$ cat src/rtl/lbp_window_sched.sv
// 3x3 window scheduler for LBP: raster-scans the interior of a DIM x DIM gray image and fetches neighbourhoods with column reuse.
// Optional build macro LBP_SCHED_PERF_EN adds the perf_stall counter output.
module lbp_window_sched #(
    parameter int IMG_LOG2 = 3,
    parameter int DW       = 8
) (
    input  logic                    clk,
    input  logic                    reset,
    input  logic                    start,
    output logic                    gray_req,
    output logic [2*IMG_LOG2-1:0]   gray_addr,
    input  logic [DW-1:0]           gray_data,
    output logic                    win_valid,
    input  logic                    win_ready,
    output logic [9*DW-1:0]         win_data,
    output logic [2*IMG_LOG2-1:0]   win_addr,
    output logic                    busy,
    output logic                    done
`ifdef LBP_SCHED_PERF_EN
    ,
    output logic [15:0]             perf_stall
`endif
);

    localparam int AW = 2 * IMG_LOG2;
    localparam logic [IMG_LOG2-1:0] ONE      = IMG_LOG2'(1);
    localparam logic [IMG_LOG2-1:0] LAST_POS = IMG_LOG2'((1 << IMG_LOG2) - 2);

    typedef enum logic [2:0] {
        S_IDLE    = 3'd0,
        S_FETCH   = 3'd1,
        S_DRAIN   = 3'd2,
        S_PRESENT = 3'd3,
        S_DONE    = 3'd4
    } state_t;

    state_t              state_r, state_s;
    logic [IMG_LOG2-1:0] x_r, x_s, y_r, y_s;
    logic [1:0]          ro_r, ro_s, co_r, co_s;
    logic                gray_req_r, req_s;
    logic [AW-1:0]       gray_addr_r, addr_s;
    logic                win_valid_r, valid_s;
    logic [AW-1:0]       win_addr_r, win_addr_s;
    logic                busy_r, busy_s;
    logic                done_r, done_s;
    logic                shift_s;
    logic                cap_valid_r;
    logic [3:0]          cap_slot_r;
    logic [DW-1:0]       win_r [0:8];

    // Address of the pixel at window offset (co, ro) around centre (cx, cy).
    function automatic logic [AW-1:0] fetch_addr(input logic [IMG_LOG2-1:0] cx,
                                                 input logic [IMG_LOG2-1:0] cy,
                                                 input logic [1:0]          co,
                                                 input logic [1:0]          ro);
        logic [IMG_LOG2-1:0] col;
        logic [IMG_LOG2-1:0] row;
        col = cx - ONE + IMG_LOG2'(co);
        row = cy - ONE + IMG_LOG2'(ro);
        return {row, col};
    endfunction

    // Next-state and next-output decode; outputs are registered one stage later.
    always_comb begin
        state_s    = state_r;
        x_s        = x_r;
        y_s        = y_r;
        ro_s       = ro_r;
        co_s       = co_r;
        req_s      = 1'b0;
        addr_s     = gray_addr_r;
        valid_s    = 1'b0;
        win_addr_s = win_addr_r;
        busy_s     = 1'b0;
        done_s     = 1'b0;
        shift_s    = 1'b0;
        case (state_r)
            S_IDLE, S_DONE: begin
                if (start) begin
                    state_s = S_FETCH;
                    x_s     = ONE;
                    y_s     = ONE;
                    ro_s    = 2'd0;
                    co_s    = 2'd0;
                    req_s   = 1'b1;
                    busy_s  = 1'b1;
                end else begin
                    done_s = (state_r == S_DONE);
                end
            end
            S_FETCH: begin
                busy_s = 1'b1;
                if ((ro_r == 2'd2) && (co_r == 2'd2)) begin
                    state_s = S_DRAIN;
                end else if (ro_r != 2'd2) begin
                    req_s = 1'b1;
                    ro_s  = ro_r + 2'd1;
                end else begin
                    req_s = 1'b1;
                    ro_s  = 2'd0;
                    co_s  = co_r + 2'd1;
                end
            end
            S_DRAIN: begin
                busy_s     = 1'b1;
                valid_s    = 1'b1;
                win_addr_s = {y_r, x_r};
                state_s    = S_PRESENT;
            end
            S_PRESENT: begin
                busy_s  = 1'b1;
                valid_s = 1'b1;
                if (!win_ready) begin
                    state_s = S_PRESENT;
                end else if (x_r != LAST_POS) begin
                    // In-row step: keep two columns, fetch only the new right column.
                    valid_s = 1'b0;
                    shift_s = 1'b1;
                    x_s     = x_r + ONE;
                    ro_s    = 2'd0;
                    co_s    = 2'd2;
                    req_s   = 1'b1;
                    state_s = S_FETCH;
                end else if (y_r != LAST_POS) begin
                    valid_s = 1'b0;
                    x_s     = ONE;
                    y_s     = y_r + ONE;
                    ro_s    = 2'd0;
                    co_s    = 2'd0;
                    req_s   = 1'b1;
                    state_s = S_FETCH;
                end else begin
                    valid_s = 1'b0;
                    busy_s  = 1'b0;
                    done_s  = 1'b1;
                    state_s = S_DONE;
                end
            end
            default: begin
                state_s = S_IDLE;
            end
        endcase
        if (req_s) begin
            addr_s = fetch_addr(x_s, y_s, co_s, ro_s);
        end else begin
            addr_s = gray_addr_r;
        end
    end

    // State, coordinate, output and window registers with read-data capture one cycle after issue.
    always_ff @(posedge clk) begin
        if (reset) begin
            state_r     <= S_IDLE;
            x_r         <= ONE;
            y_r         <= ONE;
            ro_r        <= 2'd0;
            co_r        <= 2'd0;
            gray_req_r  <= 1'b0;
            gray_addr_r <= '0;
            win_valid_r <= 1'b0;
            win_addr_r  <= '0;
            busy_r      <= 1'b0;
            done_r      <= 1'b0;
            cap_valid_r <= 1'b0;
            cap_slot_r  <= 4'd0;
            for (int k = 0; k < 9; k++) begin
                win_r[k] <= '0;
            end
        end else begin
            state_r     <= state_s;
            x_r         <= x_s;
            y_r         <= y_s;
            ro_r        <= ro_s;
            co_r        <= co_s;
            gray_req_r  <= req_s;
            gray_addr_r <= addr_s;
            win_valid_r <= valid_s;
            win_addr_r  <= win_addr_s;
            busy_r      <= busy_s;
            done_r      <= done_s;
            cap_valid_r <= gray_req_r;
            cap_slot_r  <= 4'(ro_r) * 4'd3 + 4'(co_r);
            if (shift_s) begin
                for (int r = 0; r < 3; r++) begin
                    win_r[3*r]     <= win_r[3*r + 1];
                    win_r[3*r + 1] <= win_r[3*r + 2];
                end
            end else if (cap_valid_r) begin
                win_r[cap_slot_r] <= gray_data;
            end
        end
    end

    assign gray_req  = gray_req_r;
    assign gray_addr = gray_addr_r;
    assign win_valid = win_valid_r;
    assign win_addr  = win_addr_r;
    assign busy      = busy_r;
    assign done      = done_r;

    for (genvar k = 0; k < 9; k++) begin : g_win
        assign win_data[DW*k +: DW] = win_r[k];
    end

`ifdef LBP_SCHED_PERF_EN
    logic [15:0] perf_stall_r;
    logic        accept_s;

    assign accept_s = start && ((state_r == S_IDLE) || (state_r == S_DONE));

    // Saturating count of PRESENT cycles the consumer held off.
    always_ff @(posedge clk) begin
        if (reset) begin
            perf_stall_r <= 16'd0;
        end else if (accept_s) begin
            perf_stall_r <= 16'd0;
        end else if ((state_r == S_PRESENT) && !win_ready && (perf_stall_r != 16'hFFFF)) begin
            perf_stall_r <= perf_stall_r + 16'd1;
        end else begin
            perf_stall_r <= perf_stall_r;
        end
    end

    assign perf_stall = perf_stall_r;
`endif

endmodule

$ cat config.mk
export PLATFORM = sky130hd
export DESIGN_NAME = lbp_window_sched
export DESIGN_NICKNAME = d
export VERILOG_FILES = /design/src/rtl/lbp_window_sched.sv
export SDC_FILE = /design/constraint.sdc
export NUM_CORES = 1
export LEC_CHECK = 0
export ABC_AREA = 1
export ABC_CLOCK_PERIOD_IN_PS = 3000
export CORE_ASPECT_RATIO = 0.7
export CORE_MARGIN = 2
export CORE_UTILIZATION = 53
export CTS_BUF_LIST = sky130_fd_sc_hd__clkbuf_4 sky130_fd_sc_hd__clkbuf_8
export DETAILED_ROUTE_END_ITERATION = 8
export PLACE_DENSITY = 0.82
export SETUP_SLACK_MARGIN = 0.2
export SYNTH_ARGS = -nofsm -noshare
export SYNTH_HDL_FRONTEND = slang
export SYNTH_SLANG_ARGS = --single-unit
export TNS_END_PERCENT = 100
$ cat constraint.sdc
create_clock -name clk -period 3 [get_ports clk]
set_input_delay 0.45 -clock clk [delete_from_list [all_inputs] [get_ports clk]]
set_output_delay 0.45 -clock clk [all_outputs]
set_load 0.02 [all_outputs]
==> metrics.yaml, run 1 <==
run_status:
  status: "complete, no violations"
cells_and_area:
  final_nets: 612
  area.sequential_sq_mm: 0.002843
  fillers: 652
  stdcell_area_sq_mm: 0.006107
  antennaDiodeCount: 0
  drive_gt1_share_pct: 7.155
  mostFrequentLayoutCell: "clkdlybuf4s50_1"
  syn2layout_area_growth_pct: 27.44
  finalNonFillerCells: 707
  final_cell_mix: "clkdlybuf4s50_1 (99), edfxtp_1 (72), nor2_1 (62)"
  multi_input_area_sq_mm: 0.001672
cts:
  numCtsBuffers: 9
  cts_root_buf: "clkbuf_8"
  cts-hold-fix-buffers: 0
  cts.sinks: 106
  clk_latency_ns: 0.39
  cts_max_level: 3
  path_clk_slew_ns: 0.10
  cts_tree: "built"
  cts.repair.resized: 0
  clk_path_buf_depth: 2
  cts_setup_buffers: 0
logic_synthesis:
  ys.warnings.count: 0
  synthCells: 482
  syn-num-nets: 512
  synth-seq-cells: 106
  synth_top_cell_by_area: "edfxtp_1"
  ys_seq_area_share_pct: 59.32
  ys_top_cells_by_area: "edfxtp_1 (45%), dfxtp_1 (14%), nand3_1 (5.8%)"
  yosys.area.top_type_share_pct: 45.12
  syn-cell-area_sq_mm: 0.004792
  yosysUniqueCellTypes: 33
  syn_avg_cell_area_sq_um: 9.942
place:
  port_buffers: 99
  place_congestion: 0.9122
  post_dp_cell_area_sq_mm: 0.005919
  dp_cells: 691
  dp_hpwl_um: 8634
setup_path:
  end_kind: "flip-flop"
  reg2reg_from: "x_r[0]"
  path_common_cell: "inv_1"
  crit_fanout: 6
  cp-start-kind: "flip-flop"
  crit_start: "x_r[0]"
  arrival_ns: 2.84
  slowest_stage: "dfxtp_1"
  critPathKind: "flip-flop to flip-flop"
  path_cells: "inv_1, ha_1, nand2_2, nand2_4, nand2_1, a21oi_2, nand2_1, o21ai_1, inv_1, ha_1, inv_1, ha_1, xnor2_1, nand3b_1, nand3_1, nand2_1, inv_1"
  cp.required_ns: 3.28
  max_stage_delay_ns: 0.34
floorplanning:
  die_y_um: 83.56
  die_w_um: 117.7
  rows: 28
  coreArea_sq_mm: 0.008618
  initial_core_util_pct: 55.60
  io_pins: 100
  dieArea_sq_mm: 0.009830
global_route:
  overflow: 0
  grt_pass1_wl_um: 19200
  grt_usage_pct: 24.81
  antenna_found_initial: 0
  grt_max_degree: 40
  grt_pass1_vias: 3750
job:
  drv_cap: 0
power:
  power_mw: 3.763
  power_density_mw_per_mm2: 616.1
  ir_drop_uv: 318.6
  p_leak_nw: 2.426
drt:
  num_vias: 3932
  vias_per_cell: 5.562
  wl_um: 12050
  ant_nets: 0
  routedWlPerCell_um: 17.04
  drt_drc_violations_left: 0
  dr.pass1.iters: 6
  drt_iter0_drc: 372
worst_hold_path:
  worstHoldStart: "gray_req"
  holdCritPathClass: "flip-flop to flip-flop"
timing:
  post-route-period-util_pct: 85.30
  slew_headroom_pct: 63.24
  slew_viol_final: 0
  post-route-min-period_ns: 2.559
  setup_violations: 0
  rsz0062_at_grt: "no"
  skew_ns: 0.02235
  fin_tns_setup_ns: 0
  tightestPinTransition_ns: 0.5506
  final_hold_viol_count: 0
  whs_ns: 0.4433
  clock.fmax_mhz: 390.8
[path summary, 6_finish.rpt]
kind / cells after the start / to / slack, ns
max: 17 / gray_addr[5] / 0.44
max reg2reg: 17 / gray_addr[5] / 0.44
min reg2reg: 2 / cap_valid_r / 0.44
min: 2 / cap_valid_r / 0.44
[sequential cells by signal, indices dropped and copies added, names as in the netlist, 2 cells and up]
name        flops
win_r          72
gray_addr       6
win_addr        6
cap_slot_r      4
state_r         3
x_r             3
y_r             3
co_r            2
ro_r            2
[routing by layer]
metal | vias up | global-route usage (%) | wire length [um]
met5 | - | 0 | 0
met1 | 1850 | 34.27 | 5314
met3 | 22 | 7.036 | 1173
met2 | 223 | 38.27 | 5350
met4 | 0 | 7.448 | 210
li1 | 1837 | - | -
[power breakdown]
part	switching (mW)	internal, mW
clock network	0.529	0.332
logic	0.663	0.406
registers	0.108	1.72
total	1.30	2.46
[stage by stage]
stage	util [%]	setup slack, ns
after floorplan	-	0.7285
after global placement	68.68	0.1736
after detailed placement	68.68	0.04552
after CTS	70.86	0.3868
after global routing	70.86	0.2448
final	70.86	0.4410
[worst max-delay path: cells and delay by family (launching register included)]
family,cells,cell delay [ns]
and+or+nand+nor,7,0.69
xor gates and xnor gates,1,0.16
AOI/OAI and AO/OA,2,0.35
DFF,1,0.34
adders and majority gates,3,0.67
buffers and inverters,4,0.29
[Yosys cell counts]
library cell  count
edfxtp_1         72
nor2_1           62
nand2_1          56
nand3_1          56
inv_1            54
o21ai_0          52
dfxtp_1          34
o21ai_1          17
ha_1             16
a21oi_1          12
clkbuf_1         11
nand2_2           7
buf_2             3
nor2_8            3
nor3_1            3
buf_4             2
fa_1              2
nand2_4           2
nand3_2           2
nand3_4           2
o21a_1            2
a211oi_1          1
a21oi_2           1
a22o_1            1
inv_2             1
nand3b_1          1
nor2_4            1
o2111ai_1         1
o211ai_1          1
o31ai_1           1
or2_2             1
xnor2_1           1
xor2_1            1
[logic make-up after synthesis]
logic type               count (synthesis)  share of synthesized area, %
XOR/XNOR                                 2                        0.3656
AND/OR/NAND/NOR                        196                         19.71
adder cells (fa/ha/maj)                 18                         5.013
flip-flops                             106                         59.32
AO/OA/AOI/OAI                           89                         9.791
buffers and inverters                   71                         5.796
[area by class of cell]
cell class	count	share of cell area (%)
flip-flops and latches	106	46.55
multi-input cells	305	27.37
repair buffers	105	17.17
inverters	55	3.380
well taps	120	2.459
clock buffers	10	2.151
clock inverters	6	0.9219
Note: power is estimated with default switching activity, not from simulation.
==> run 2, diff against run 1 <==
Settings changed: ABC_AREA 1 to default, CORE_ASPECT_RATIO 0.7 to 1.5.
==> metrics.yaml, run 2 <==
power:
  power_density_mw_per_mm2: 465.2
  power_mw: 2.808
  ir_drop_uv: 298.8
  p_leak_nw: 2.218
drt:
  routedWlPerCell_um: 18.46
  dr.pass1.iters: 4
  vias_per_cell: 5.787
  num_vias: 3374
  wl_um: 10760
  ant_nets: 0
  drt_drc_violations_left: 0
  drt_iter0_drc: 219
logic_synthesis:
  ys_seq_area_share_pct: 59.18
  synth_top_cell_by_area: "edfxtp_1"
  yosys_most_used_dff: "edfxtp_1"
  ys.warnings.count: 0
  synth-seq-cells: 106
  syn_avg_cell_area_sq_um: 12.67
  ys_top_cells_by_count: "edfxtp_1 (72), a22o_1 (48), dfxtp_1 (34)"
  yosys.area.top_type_share_pct: 45.01
  synthCells: 379
  synth-edff-count: 72
  yosysUniqueCellTypes: 55
  async_reset_ff_share_pct: 0
  yosysMostFrequentCell: "edfxtp_1"
  syn-num-nets: 409
  ys_top_cells_by_area: "edfxtp_1 (45%), dfxtp_1 (14%), a22o_1 (8.8%)"
  syn-cell-area_sq_mm: 0.004803
floorplanning:
  die_y_um: 120.6
  initial_core_util_pct: 54.41
  io_pins: 100
  rows: 42
  coreArea_sq_mm: 0.008828
  die_w_um: 81.73
  dieArea_sq_mm: 0.009856
timing:
  clock.fmax_mhz: 385.3
  final_hold_viol_count: 0
  skew_ns: 0.01045
  post-route-period-util_pct: 86.52
  post-route-min-period_ns: 2.596
  rsz0062_at_grt: "no"
  fin_tns_setup_ns: 0
  setup_violations: 0
  whs_ns: 0.4674
  slew_headroom_pct: 52.54
  slew_viol_final: 0
  tightestPinTransition_ns: 0.7071
  fin_ws_ns: 0.4045
worst_hold_path:
  whs_path_depth: 1
  worstHoldStart: "gray_req"
  holdCritPathClass: "flip-flop to flip-flop"
setup_path:
  rr_worst_depth: 10
  reg2reg_from: "state_r[1]"
  cp-endpoint: "gray_addr[5]"
  r2r-end: "gray_addr[5]"
  r2r_setup_slack_ns: 0.40
  arrival_ns: 2.86
  cp.required_ns: 3.27
  cp-start-kind: "flip-flop"
  end_kind: "flip-flop"
  crit_fanout: 15
  crit_start: "state_r[1]"
  critPathKind: "flip-flop to flip-flop"
cts:
  clk_path_buf_depth: 2
  cts_setup_buffers: 0
  cts_tree: "built"
  cts.sinks: 106
  cts_max_level: 3
  cts_root_buf: "clkbuf_8"
  numCtsBuffers: 9
  clk_latency_ns: 0.37
  path_clk_slew_ns: 0.09
cells_and_area:
  multi_input_area_sq_mm: 0.001800
  final_nets: 498
  mostFrequentLayoutCell: "clkdlybuf4s50_1"
  area.sequential_sq_mm: 0.002843
  stdcell_area_sq_mm: 0.006036
  largest-register: "win_r"
  largest_reg_flops: 72
  antennaDiodeCount: 0
  fillers: 622
  drive_gt1_share_pct: 8.879
  final_cell_mix: "clkdlybuf4s50_1 (99), edfxtp_1 (72), a22o_1 (48)"
  syn2layout_area_growth_pct: 25.66
place:
  dpl_worst_slack_ns: 0.1131
  place_congestion: 0.8942
  post_dp_cell_area_sq_mm: 0.005836
  port_buffers: 99
  dp_hpwl_um: 8043
global_route:
  overflow: 0
  grt_pass1_wl_um: 16880
  grtUsageMet2_pct: 41.87
  grt_pass1_vias: 3280
  antenna_found_initial: 0
  grt_use_met3_pct: 4.179
  grt_busiest_layer: "met2"
  grt_max_degree: 49
  grt_usage_pct: 22.99
  use_met1_pct: 26.05
run_status:
  status: "complete, no violations"
job:
  drv_cap: 0
[run 2: cell types whose count changed after synthesis, moves of 8 or more]
| cell | delta |
|---|---|
| nor2_2 | +8 |
| o21ai_0 | -51 |
| nand3_1 | -52 |
| and2_1 | +24 |
| nor2b_1 | +9 |
| inv_1 | -43 |
| a22o_1 | +47 |
| buf_1 | +9 |
| nor2_1 | -39 |
| nand2_1 | -45 |
| nand2b_1 | +9 |
[run 2: worst min path at each step]
stage                   to  slack (ns)
6_report       cap_valid_r        0.47
3_5_place_dp   cap_valid_r        0.46
4_1_cts        cap_valid_r        0.47
2_1_floorplan  win_addr[3]        0.45
3_3_place_gp   cap_valid_r        0.45
5_1_grt        cap_valid_r        0.49
[run 2: area by class of cell]
class / instances / share of cell area (%)
multi-input combinational: 237 / 29.83
sequential: 106 / 47.10
inverter: 11 / 0.6841
timing repair buffer: 103 / 16.92
clock inverter: 7 / 1.140
tap: 110 / 2.280
clock buffer: 9 / 2.052
[run 2: critical path, stage by stage, from the launching register on]
cell and delay (ns):
dfxtp_1 0.65, nand3b_4 0.23, o32ai_4 0.38, a31oi_2 0.08
o21a_1 0.21, ha_1 0.27, inv_1 0.04, ha_1 0.19
xnor2_1 0.13, xnor2_1 0.13, a21o_1 0.18
[run 2: routing by layer]
metal	wire, um	share of wire, %
met5	0	0
met4	237	2.2
met3	615	5.7
met2	6036	56
met1	3873	36
[run 2: through the flow]
| stage | cells | utilization, % |
|---|---|---|
| 3_5_place_dp | 567 | 66.10 |
| 5_1_grt | 583 | 68.37 |
| 4_1_cts | 583 | 68.28 |
| 2_1_floorplan | 379 | - |
| 6_report | 583 | 68.37 |
| 3_3_place_gp | 567 | 66.10 |
[run 2: power breakdown]
part	internal (mW)	switching, mW	leakage (nW)
Clock	0.385	0.480	0.0987
Sequential	1.61	0.0338	1.02
Combinational	0.130	0.173	1.10
[run 2: cells by family (layout without fill, tap and decap cells)]
family | count (synthesis) | count (layout) | share of synthesized area, %
adder cells (fa/ha/maj) | 18 | 18 | 5.001
flip-flops | 106 | 106 | 59.18
AND/OR/NAND/NOR | 113 | 113 | 14.67
buffers and inverters | 36 | 130 | 3.490
XOR/XNOR | 4 | 4 | 0.7293
AO/OA/AOI/OAI | 100 | 100 | 16.51
multiplexers | 2 | 2 | 0.4168
[run 2: repair_timing]
action	CTS	global route
endpoints found under the setup margin	0	1
hold buffers	0	0
gates resized for setup	0	1
==> run 3, diff against run 2 <==
Settings changed: ABC_CLOCK_PERIOD_IN_PS 3000 to default, SKIP_LAST_GASP from default to 1.
==> results of run 3 <==
Same layout as run 2: the final DEF is identical, and so are final timing and power.
